`config.mk`:
```
export PLATFORM = sky130hd
export DESIGN_NAME = clz_norm_arbiter
export DESIGN_NICKNAME = d
export VERILOG_FILES = /design/src/rtl/clz_norm_arbiter.sv
export SDC_FILE = /design/constraint.sdc
export NUM_CORES = 1
export LEC_CHECK = 0
export CAP_MARGIN = 15
export CORE_ASPECT_RATIO = 1.1
export CORE_MARGIN = 3
export CORE_UTILIZATION = 42
export DETAILED_ROUTE_END_ITERATION = 6
export PLACE_DENSITY_LB_ADDON = 0.1
export SKIP_CTS_REPAIR_TIMING = 1
export SYNTH_ARGS = -nofsm -noshare
export SYNTH_HDL_FRONTEND = slang
export SYNTH_SLANG_ARGS = --single-unit
```
`constraint.sdc`:
```
create_clock -name clk -period 16.6 [get_ports clk]
set_input_delay 3.32 -clock clk [delete_from_list [all_inputs] [get_ports clk]]
set_output_delay 3.32 -clock clk [all_outputs]
set_load 0.03 [all_outputs]
```
`src/rtl/clz_norm_arbiter.sv`:
```
// clz_norm_arbiter: round-robin arbiter sharing one 64-bit CLZ normaliser across NUM_REQ requesters
// Ports:
//   clk, rst            clock, asynchronous active-high reset
//   req_valid/ready     per-requester handshake (req_ready one-hot)
//   req_mant, req_exp   packed 64-bit mantissas and EXP_W-bit exponents, requester i in slice i
//   out_valid/ready     result handshake
//   out_id/mant/exp     source index, normalised mantissa, adjusted exponent
//   out_zero, out_uflow mantissa was zero / shift limited by the exponent
//   stat_clr, stat_grants  per-requester saturating grant counters (only with CLZ_NORM_STATS_EN)
// Optional feature macro: CLZ_NORM_STATS_EN
module clz_norm_arbiter #(
   parameter int NUM_REQ = 4,
   parameter int EXP_W = 11,
   parameter int ID_W = $clog2(NUM_REQ)
) (
   input  logic                     clk,
   input  logic                     rst,
   input  logic [NUM_REQ-1:0]       req_valid,
   input  logic [NUM_REQ*64-1:0]    req_mant,
   input  logic [NUM_REQ*EXP_W-1:0] req_exp,
   output logic [NUM_REQ-1:0]       req_ready,
   output logic                     out_valid,
   input  logic                     out_ready,
   output logic [ID_W-1:0]          out_id,
   output logic [63:0]              out_mant,
   output logic [EXP_W-1:0]         out_exp,
   output logic                     out_zero,
   output logic                     out_uflow
`ifdef CLZ_NORM_STATS_EN
   ,
   input  logic                     stat_clr,
   output logic [NUM_REQ*16-1:0]    stat_grants
`endif
);
   logic [ID_W-1:0]  ptr_q, ptr_d, gnt_id, j;
   logic             gnt_any, can_acc, stall, xfer;
   logic [63:0]      sel_mant;
   logic [EXP_W-1:0] sel_exp;
   logic             s1_valid_q, s1_valid_d;
   logic [63:0]      s1_mant_q, s1_mant_d;
   logic [EXP_W-1:0] s1_exp_q, s1_exp_d;
   logic [ID_W-1:0]  s1_id_q, s1_id_d;
   logic             out_valid_q, out_valid_d, out_zero_q, out_zero_d, out_uflow_q, out_uflow_d;
   logic [63:0]      out_mant_q, out_mant_d;
   logic [EXP_W-1:0] out_exp_q, out_exp_d;
   logic [ID_W-1:0]  out_id_q, out_id_d;
   logic [5:0]       clz, sh;
   logic             fits, zero;
   always_comb begin
      stall = out_valid_q & ~out_ready;
      // stage 1 may still fill while stalled as long as it is empty
      can_acc = (~stall | ~s1_valid_q) & ~rst;
      gnt_any = 1'b0;
      gnt_id = '0;
      j = '0;
      // descending scan so the nearest index at/after the pointer wins
      for (int k = NUM_REQ - 1; k >= 0; k--) begin
         j = ID_W'((int'(ptr_q) + k) % NUM_REQ);
         if (req_valid[j]) begin
            gnt_any = 1'b1;
            gnt_id = j;
         end
      end
      req_ready = '0;
      sel_mant = '0;
      sel_exp = '0;
      for (int i = 0; i < NUM_REQ; i++) begin
         req_ready[i] = can_acc & gnt_any & (gnt_id == ID_W'(i));
         if (gnt_id == ID_W'(i)) begin
            sel_mant = req_mant[i*64 +: 64];
            sel_exp = req_exp[i*EXP_W +: EXP_W];
         end
      end
      xfer = |req_ready;
      ptr_d = ~xfer ? ptr_q : (gnt_id == ID_W'(NUM_REQ - 1)) ? '0 : gnt_id + ID_W'(1);
      s1_valid_d = can_acc ? xfer : s1_valid_q;
      s1_mant_d = xfer ? sel_mant : s1_mant_q;
      s1_exp_d = xfer ? sel_exp : s1_exp_q;
      s1_id_d = xfer ? gnt_id : s1_id_q;
   end
   always_comb begin
      clz = '0;
      // last write is the highest set bit
      for (int i = 0; i < 64; i++) if (s1_mant_q[i]) clz = 6'(63 - i);
      zero = s1_mant_q == 64'd0;
      fits = {{EXP_W{1'b0}}, clz} <= {6'd0, s1_exp_q};
      sh = fits ? clz : 6'(s1_exp_q);
      out_valid_d = stall ? out_valid_q : s1_valid_q;
      out_id_d = stall ? out_id_q : s1_id_q;
      out_mant_d = stall ? out_mant_q : s1_mant_q << sh;
      out_exp_d = stall ? out_exp_q : (zero | ~fits) ? '0 : s1_exp_q - EXP_W'(clz);
      out_zero_d = stall ? out_zero_q : zero;
      out_uflow_d = stall ? out_uflow_q : ~zero & ~fits;
   end
   always_ff @(posedge clk or posedge rst) begin
      if (rst) begin
         ptr_q <= '0;
         s1_valid_q <= 1'b0;
         s1_mant_q <= '0;
         s1_exp_q <= '0;
         s1_id_q <= '0;
         out_valid_q <= 1'b0;
         out_id_q <= '0;
         out_mant_q <= '0;
         out_exp_q <= '0;
         out_zero_q <= 1'b0;
         out_uflow_q <= 1'b0;
      end else begin
         ptr_q <= ptr_d;
         s1_valid_q <= s1_valid_d;
         s1_mant_q <= s1_mant_d;
         s1_exp_q <= s1_exp_d;
         s1_id_q <= s1_id_d;
         out_valid_q <= out_valid_d;
         out_id_q <= out_id_d;
         out_mant_q <= out_mant_d;
         out_exp_q <= out_exp_d;
         out_zero_q <= out_zero_d;
         out_uflow_q <= out_uflow_d;
      end
   end
   assign out_valid = out_valid_q;
   assign out_id = out_id_q;
   assign out_mant = out_mant_q;
   assign out_exp = out_exp_q;
   assign out_zero = out_zero_q;
   assign out_uflow = out_uflow_q;
`ifdef CLZ_NORM_STATS_EN
   for (genvar g = 0; g < NUM_REQ; g++) begin : g_stat
      logic [15:0] cnt_q, cnt_d;
      // clear beats increment; counter saturates at all-ones
      always_comb cnt_d = stat_clr ? '0 : (req_ready[g] && cnt_q != 16'hFFFF) ? cnt_q + 16'd1 : cnt_q;
      always_ff @(posedge clk or posedge rst) begin
         if (rst) cnt_q <= '0;
         else cnt_q <= cnt_d;
      end
      assign stat_grants[g*16 +: 16] = cnt_q;
   end
`endif
endmodule

```
==> results by group <==
GRT
  • First-pass GRT wire length: 103,000 microns
  • Total track usage: between 30 and 40%
  • Vias in the first global route: between 15,000 and 20,000
  • Initial antenna violation count: 1
  • GRT overflow: 0
  • Largest net degree at the start of global routing: roughly 120

Layout
  • Final nets: 2,497
  • Commonest non-fill, non-tap cell in the layout: clkdlybuf4s50_1
  • Layout cells sized above 1: under 10%
  • FF/Latch Area: about 0.004 sq mm
  • Fillers: 3,216
  • Multi-input logic area: around 0.0096 sq mm
  • Commonest cells after routing, fill and taps aside: clkdlybuf4s50_1, nor2_1, a21oi_1
  • Area growth from synthesis to layout: 31.3%

Die
  • Core Area: 0.0336 sq mm
  • Rows: 70
  • Die Y: 201 microns
  • Die area: ~0.037 sq mm
  • # IOs: approximately 400
  • Initial core utilization: between 40% and 50%
  • Die W: 183 microns

Outcome
  • Status: completed

Drt
  • Wirelength per Cell: about 27 microns
  • Vias/cell: between 6 and 7
  • Via Count: approximately 17,000
  • TritonRoute pass-1 iters: 6
  • Drt initial violations: 1,832
  • DRT antenna net count: 0
  • Routed WL: ~70,000 microns
  • Remaining routing DRC violations: 0

Clock network
  • Reg clk slew, reported paths: 0.07 ns
  • Clock latency on the worst-skew pair: around 0.45 ns
  • CTS tree: built
  • CTS Buf Count: 17
  • Num Clock Sinks: 160
  • H-tree levels: 4
  • CTS root buffer: clkbuf_16
  • CTS Buffer Depth: 2

STA
  • Final hold vios: 0
  • Max_slew headroom: a little under a fifth
  • Setup TNS: 0 ns
  • Fin crit share: roughly 59%
  • Worst Tran Pin Value: 1.21 ns
  • Min Tclk post-route: approximately 9.8 ns
  • RSZ-0062 raised after global routing: false
  • Max-slew violations: 0
  • Max Freq: about 100 MHz
  • Clk_skew: 0.0113 ns
  • Setup violators final: 0

Worst setup path
  • Crit-path max FO: between 70 and 80
  • WS Path Type: input pin to primary output
  • R2R Setup Slk: ~8 ns
  • Crit path cell chain: clkdlybuf4s50_1 -> inv_1 -> a21oi_1 -> o22ai_1 -> a21oi_1 -> ha_2 -> buf_4 -> and2_1 -> clkdlybuf4s50_1
  • CP Data Required Time: between 10 and 15 ns
  • CP startpoint kind: input pin
  • Delay-heaviest family, CP: buffers and inverters
  • Buffers & Inverters on Critical Path: 4
  • Worst path arrival time: approximately 6.4 ns
  • Slowest cell delay on critical path: 0.70 ns
  • Setup crit end kind: primary output
  • Worst path slowest cell: clkdlybuf4s50_1

Synthesis
  • Synth Flop Type: dfrtp_1
  • Yosys warns: 0
  • Syn Inst Count: between 1,500 and 2,000
  • Asr flop ratio synth: 100%
  • Avg Inst Size Synth: 7.51 sq um
  • Seq cells post-synth: 160
  • Post-Syn Area: ~0.015 sq mm
  • Mapped Nets: 2,251
  • Post-synth EDFFs: 0
  • Register area share after synthesis: between 20% and 30%
  • Number of distinct library cells after synthesis: 82

Flow run
  • Max-cap violations: 0

Placed design
  • Final HPWL DP: 54,100 microns
  • Gpl congestion: ~1.1
  • PortBufs: a little under 400

Min path
  • Hold Path Class: flop to flop
-- flip-flops by register name, summed over array words and instances, names as in the netlist --
signal,cells
out_exp,11
out_id,2
out_mant,64
out_uflow,1
out_valid,1
out_zero,1
ptr_q,2
s1_exp_q,11
s1_id_q,2
s1_mant_q,64
s1_valid_q,1
-- layer usage --
layer,track usage (%),up-vias,wire [microns]
met4,17.4,0,3880
met1,46.1,8190,27700
met2,60.0,945,32600
met3,6.98,165,5870
met5,0,-,0
li1,-,7820,-
-- tightest hold or removal path, stage by stage (launching register included) --
cell and delay (ns):
dfrtp_1 0.34, nand2_1 0.05, o21ai_0 0.06
-- final cells by class --
type	instances	share of cell area, %
repair buffers	425	21.9
well taps	432	2.84
clock buffers	18	2.30
inverters	40	0.814
multi-input cells	1535	50.3
flip-flops and latches	160	21.0
diodes	2	0.0263
clock inverters	14	0.841
-- Yosys cell counts (all sizes together) (27+ instances only) --
cell type  number  share of area (%)
o21ai         124                4.3
nand4          27                1.2
nand2         175                4.5
buf            55                2.1
a21oi         214                7.4
inv            40                1.0
a22oi          98                5.1
clkbuf        143                3.7
a211oi         53                2.7
a22o           28                1.7
nor3           33                1.2
nor2          247                6.6
o311ai         27                1.6
mux2           35                2.8
dfrtp         160                 28
nor4           48                2.1
nand3          47                1.6
mux2i          81                5.7
o211ai         43                2.2
-- path summary, 6_finish.rpt --
check | from | end | cells after the start
setup / recovery | req_valid[1] | req_ready[1] | 9
hold reg to reg | out_mant[26] | out_mant[26] | 2
setup reg to reg | s1_mant_q[39] | out_mant[24] | 18
max in group asynchronous | rst | s1_exp_q[8] | 3
hold / removal | out_mant[26] | out_mant[26] | 2
min in group asynchronous | rst | out_uflow | 2
-- per-stage QoR --
step                      instances  area (sq um)  setup WS, ns  utilization [%]  hold slack [ns]
after floorplan                1933         14500          8.71                -            0.446
after global placement         2591         18400          6.91             54.8            0.454
after detailed placement       2591         18400          6.87             54.8            0.463
after CTS                      2623         19000          6.86             56.6            0.483
after global routing           2625         19100          6.67             56.6            0.497
final                          2626         19100          6.84             56.7            0.477
-- cell families (layout without fill, tap and decap cells) --
group	after synthesis	after routing	synth area share (%)
compound gates	741	741	34.2
simple gates	657	657	21.1
buf+inv	238	497	6.86
flops	160	160	27.6
mux	118	118	8.78
fa+ha+maj	11	11	1.00
xor+xnor	8	8	0.483
other cells	0	2	0
Power is not shown: default switching activity piles up to over one toggle a cycle in this logic, so the estimate is an artifact.
